==> src/rtl/pipe_stage_reg.sv <==
// Inter-stage pipeline register with NUM_DATA data channels plus a control bundle; 1-cycle latency.
// Backpressure: optional 2-entry skid with registered in_ready, else single entry with in_ready = ~out_valid | out_ready.
module pipe_stage_reg #(
    parameter int DATA_W     = 32,
    parameter int NUM_DATA   = 7,
    parameter int CTRL_W     = 16,
    parameter bit SKID_EN    = 1'b1,
    parameter bit CLEAR_DATA = 1'b1
) (
    input  logic                       clk,
    input  logic                       rstn,
    input  logic                       flush,
    input  logic                       in_valid,
    output logic                       in_ready,
    input  logic [CTRL_W-1:0]          in_ctrl,
    input  logic [NUM_DATA*DATA_W-1:0] in_data,
    output logic                       out_valid,
    input  logic                       out_ready,
    output logic [CTRL_W-1:0]          out_ctrl,
    output logic [NUM_DATA*DATA_W-1:0] out_data,
    output logic [1:0]                 occupancy
);

    localparam int DW = NUM_DATA * DATA_W;

    logic              main_vld;
    logic              skid_vld;
    logic              rdy_q;
    logic [1:0]        occ_q;
    logic [CTRL_W-1:0] main_ctrl;
    logic [CTRL_W-1:0] skid_ctrl;
    logic [DW-1:0]     main_dat;
    logic [DW-1:0]     skid_dat;

    logic accept;
    logic advance;
    logic load_main;
    logic load_skid;
    logic nxt_main_vld;
    logic nxt_skid_vld;

    assign in_ready = SKID_EN ? rdy_q : (~main_vld | out_ready);
    assign accept   = in_valid & in_ready;
    // main is free to take a new beat this cycle when empty or draining
    assign advance  = ~main_vld | out_ready;

    always_comb begin
        nxt_main_vld = main_vld;
        nxt_skid_vld = skid_vld;
        load_main    = 1'b0;
        load_skid    = 1'b0;
        if (flush) begin
            nxt_main_vld = 1'b0;
            nxt_skid_vld = 1'b0;
        end else if (advance) begin
            nxt_main_vld = skid_vld | accept;
            nxt_skid_vld = skid_vld & accept;
            load_main    = skid_vld | accept;
            load_skid    = skid_vld & accept;
        end else if (accept) begin
            nxt_skid_vld = 1'b1;
            load_skid    = 1'b1;
        end
    end

    always_ff @(posedge clk or negedge rstn) begin
        if (!rstn) begin
            main_vld  <= 1'b0;
            skid_vld  <= 1'b0;
            rdy_q     <= 1'b1;
            occ_q     <= 2'd0;
            main_ctrl <= '0;
            skid_ctrl <= '0;
            main_dat  <= '0;
            skid_dat  <= '0;
        end else begin
            main_vld <= nxt_main_vld;
            skid_vld <= nxt_skid_vld;
            rdy_q    <= ~nxt_skid_vld;
            occ_q    <= {1'b0, nxt_main_vld} + {1'b0, nxt_skid_vld};
            if (flush) begin
                main_ctrl <= '0;
                skid_ctrl <= '0;
                if (CLEAR_DATA) begin
                    main_dat <= '0;
                    skid_dat <= '0;
                end
            end else begin
                if (load_main) begin
                    main_ctrl <= skid_vld ? skid_ctrl : in_ctrl;
                    main_dat  <= skid_vld ? skid_dat  : in_data;
                end else if (advance) begin
                    // main turns into a bubble: its control must not fire downstream
                    main_ctrl <= '0;
                end
                if (load_skid) begin
                    skid_ctrl <= in_ctrl;
                    skid_dat  <= in_data;
                end
            end
        end
    end

    assign out_valid = main_vld;
    assign out_ctrl  = main_vld ? main_ctrl : '0;
    assign out_data  = main_dat;
    assign occupancy = occ_q;

endmodule

==> config.mk <==
export PLATFORM = sky130hd
export DESIGN_NAME = pipe_stage_reg
export DESIGN_NICKNAME = d
export VERILOG_FILES = /design/src/rtl/pipe_stage_reg.sv
export SDC_FILE = /design/constraint.sdc
export NUM_CORES = 1
export LEC_CHECK = 0
export CELL_PAD_IN_SITES_DETAIL_PLACEMENT = 1
export CELL_PAD_IN_SITES_GLOBAL_PLACEMENT = 1
export CORE_MARGIN = 4
export CORE_UTILIZATION = 40
export DETAILED_ROUTE_END_ITERATION = 10
export GPL_TIMING_DRIVEN = 1
export PLACE_DENSITY_LB_ADDON = 0.1
export SLEW_MARGIN = 20
export SYNTH_ARGS = -nofsm -noshare
export SYNTH_HDL_FRONTEND = slang
export SYNTH_SLANG_ARGS = --single-unit
==> constraint.sdc <==
create_clock -name clk -period 1.96 [get_ports clk]
set_input_delay 0.196 -clock clk [delete_from_list [all_inputs] [get_ports clk]]
set_output_delay 0.196 -clock clk [all_outputs]
set_load 0.05 [all_outputs]
==> metrics.log <==
INFO  metric insertion_delay = 0.59 ns
INFO  metric max_slew.worst_pin.slew = 0.620 ns
INFO  metric post_dp_cell_area = 26,000 um^2
INFO  metric antenna_left = 0
INFO  metric drt_wl_total = 65,400 um
INFO  metric finalWeightedCongestion = 0.796
INFO  metric drt-pass1-iter-count = 5
INFO  metric synth_area = 19,800 um^2
INFO  metric final.hold.worst_slack = roughly 0.099 ns
INFO  metric utilization = a little under three fifths
INFO  metric r2r_start = in_ready
INFO  metric power.share.combinational = roughly 17%
INFO  metric p_clk_share = between 40% and 50%
INFO  metric synth.lib_cells_used.distinct = 22
INFO  metric final_cell_area = between 20,000 and 30,000 um^2
INFO  metric core_area = 48,800 um^2
INFO  metric placement.io_buffers = 488
INFO  metric wl_per_cell = 25.4 um
INFO  metric max-clock-path-buffers = 3
INFO  metric syn-num-nets = 1,617
INFO  metric h_tree_level_count = 2
INFO  metric static-leakage-power = 12.5 nW
INFO  metric grt_setup_unrepaired = no
INFO  metric endpoint_kind_of_the_worst_setup_timing_path = primary output
INFO  metric cellPowerDensity = between 900 and 1000 nW/um^2
INFO  metric design_power_total = 25.4 mW
INFO  metric req_time_crit_path = 1.76 ns
INFO  metric via_count_of_the_first_global_routing_pass = 15,800
INFO  metric final.period_utilization = 94.2%
INFO  metric overflow_left_after_global_routing = 0
INFO  metric slew_headroom = 58.8%
INFO  metric first_iter_violations = 793
INFO  metric clock-skew-final = 0.0170 ns
INFO  metric final.min_clock_period = roughly 1.8 ns
INFO  metric cts.repair_timing.setup_buffer_count = 0
INFO  metric final.fill_count = 4,824
INFO  metric average_footprint_of_a_synthesized_cell = 14.4 um^2
INFO  metric yosys_warnings = 0
INFO  metric synth_ff_type = sky130_fd_sc_hd__dfrtp_1
INFO  metric critical_path.startpoint = out_valid
INFO  metric top_level_ports = 489
INFO  metric cts_tree = done
INFO  metric sw_frac_of_total = 28.5%
INFO  metric synth_area_leaders = sky130_fd_sc_hd__dfrtp_1 61%, sky130_fd_sc_hd__mux2i_1 12%, sky130_fd_sc_hd__o2bb2ai_1 11%, sky130_fd_sc_hd__a22o_1 11%, sky130_fd_sc_hd__buf_2 2.4%
INFO  metric synth_edf_count = 0
INFO  metric clk_root_buffer_cell = sky130_fd_sc_hd__clkbuf_16
INFO  metric die_w = 230 um
INFO  metric clk_pin_slew_worst_paths = 0.06 ns
INFO  metric asyncSetResetFlopFracSynth = 100%
INFO  metric max-vdd-ir-drop = 0.603 mV
INFO  metric crit_fanout = 12
INFO  metric global_route_total_usage_across_every_layer = 24.4%
INFO  metric clock_sinks = 485
INFO  metric share_of_synthesized_area_occupied_by_flip_flops_and_latches = 61.4%
INFO  metric cts_inserted_buffers = 53
INFO  metric netlist.area_leader.share = ~61%
INFO  metric fp-row-count = 81
INFO  metric die_h = 230 um
INFO  metric route.detailed.vias_per_inst = 5.56
INFO  metric area_of_the_die = 53,000 um^2
INFO  metric grt_start_max_net_pins = 69
INFO  metric floorplan.initialDensity = 40.5%
INFO  metric grt_pass1_wl = 101,000 um
INFO  metric achievable-frequency = 542 MHz
INFO  metric timing.final.setup_violations = 0
INFO  metric power.switching = 7.23 mW
INFO  metric max_cap_violations = 0
INFO  metric synth_cells = between 1,000 and 1,500
INFO  metric worst-setup-path-type = register to primary output
INFO  metric place.detailed.hpwl = 45,000 um
INFO  metric number_of_antenna_violations_at_the_first_check_in_global_routing = 18
INFO  metric critPathLaunchType = register
INFO  metric route.detailed.drc = 0
INFO  metric synth-seq-cells = 485
INFO  metric slew_violations = 0
INFO  metric vias = around 14,000
INFO  metric timing.critical_path.arrival = 1.65 ns
INFO  metric final_hold_viol_count = 0
INFO  metric drive_gt1_share = between 10% and 20%
INFO  metric outcome = completed
INFO  metric p_int = about 18 mW
INFO  metric nets = between 2,000 and 2,500
INFO  metric layout.cells.non_filler = 2,576
INFO  metric netlist.top_cell.by_area = sky130_fd_sc_hd__dfrtp_1
INFO  metric area.growth.synth_to_final = 39.3%
INFO  metric placedCellCount = 2,469
INFO  metric seqPwrFrac = 43.2%
INFO  metric class_of_the_tightest_hold_or_removal_check = input pin to async pin
sequential cells by signal, summed over array words and instances, names as in the netlist:
register / count
skid_ctrl: 16
in_ready: 1
occupancy: 2
out_data: 224
main_ctrl: 16
skid_vld: 1
skid_dat: 224
out_valid: 1
power groups by stage:
stage | clock network (mW) | registers, mW | logic, mW
6_report | 10.2 | 11.0 | 4.27
5_1_grt | 10.9 | 11.0 | 4.51
4_1_cts | 10.4 | 11.0 | 4.32
3_5_place_dp | 0 | 11.1 | 4.53
3_3_place_gp | 0 | 11.1 | 4.46
2_1_floorplan | 0 | 12.2 | 1.15
layout make-up:
class | count | area [um^2] | area share (%)
Sequential cell | 485 | 12100 | 44.1
Multi-Input combinational cell | 752 | 6870 | 25.0
Timing Repair Buffer | 568 | 5900 | 21.4
Clock buffer | 79 | 1570 | 5.69
Tap cell | 664 | 831 | 3.02
Clock inverter | 18 | 196 | 0.714
Antenna cell | 9 | 22.5 | 0.0818
Inverter | 1 | 3.75 | 0.0136
worst max-delay path, cell delays in order (launching register included):
cell                      delay, ns
sky130_fd_sc_hd__dfrtp_2       0.47
sky130_fd_sc_hd__buf_4         0.21
sky130_fd_sc_hd__and2_1        0.23
sky130_fd_sc_hd__buf_12        0.16
cells by family (layout without fill, tap and decap cells):
kind of cell | count (synthesis) | after routing | share of synthesized area, %
AND/OR/NAND/NOR | 26 | 26 | 0.810
AO/OA/AOI/OAI | 484 | 484 | 21.5
multiplexers | 240 | 240 | 12.2
buffers and inverters | 134 | 666 | 4.00
adder cells (fa/ha/maj) | 2 | 2 | 0.114
flip-flops | 485 | 485 | 61.4
other | 0 | 9 | 0
cell usage after synthesis (3+ instances only):
cell / n
sky130_fd_sc_hd__dfrtp_1: 484
sky130_fd_sc_hd__buf_2: 95
sky130_fd_sc_hd__a22o_1: 240
sky130_fd_sc_hd__clkbuf_1: 15
sky130_fd_sc_hd__buf_6: 22
sky130_fd_sc_hd__mux2i_1: 240
sky130_fd_sc_hd__o2bb2ai_1: 241
sky130_fd_sc_hd__nor2_1: 3
sky130_fd_sc_hd__and2_1: 18
path summary, 6_finish.rpt:
| path | slack [ns] | endpoint | cells after the start |
|---|---|---|---|
| max | 0.11 | out_ctrl[0] | 3 |
| min in group clk | 0.24 | skid_dat[212] | 2 |
| min reg2reg | 0.48 | out_data[84] | 1 |
| min | 0.1 | out_data[166] | 2 |
| max in group asynchronous | 1.01 | out_data[138] | 4 |
| max reg2reg | 0.14 | skid_dat[90] | 4 |
per-stage QoR:
step | TNS, ns | setup slack [ns]
final | 0 | 0.114
after global routing | 0 | 0.0296
after CTS | 0 | 0.0513
after detailed placement | -0.0101 | -0.00621
after global placement | 0 | 0.0594
after floorplan | 0 | 0.196
layer usage:
| metal | vias to the layer above | share of wire (%) | track usage, % |
|---|---|---|---|
| li1 | 6328 | - | - |
| met1 | 7498 | 43 | 32.8 |
| met2 | 371 | 49 | 39.2 |
| met3 | 98 | 6.0 | 6.17 |
| met4 | 20 | 2.2 | 7.18 |
| met5 | - | 0.23 | 0 |
layout by cell type (no fill, tap or decap), drive strengths merged:
master / Yosys / layout
dfrtp: 484 / 484
clkdlybuf4s50: 0 / 243
o2bb2ai: 241 / 241
mux2i: 240 / 240
a22o: 240 / 240
dlygate4sd2: 0 / 220
buf: 118 / 104
clkbuf: 15 / 79
and2: 18 / 18
clkinv: 0 / 12
diode: 0 / 9
bufinv: 0 / 4
nor2: 3 / 3
inv: 1 / 2
nor2b: 1 / 1
maj3: 1 / 1
nand2: 1 / 1
nor3: 1 / 1
nand2b: 1 / 1
a21o: 1 / 1
a21oi: 1 / 1
nand3: 1 / 1
o211a: 1 / 1
ha: 1 / 1
clkinvlp: 0 / 1
dlygate4sd3: 0 / 1
dfstp: 1 / 1
timing repair:
item | CTS | global route
hold buffers | 1 | 0
hold endpoints to repair | 344 | 0
setup endpoints to repair | 225 | 0
resized for setup | 221 | 0
(Power assumes the default switching activity.)
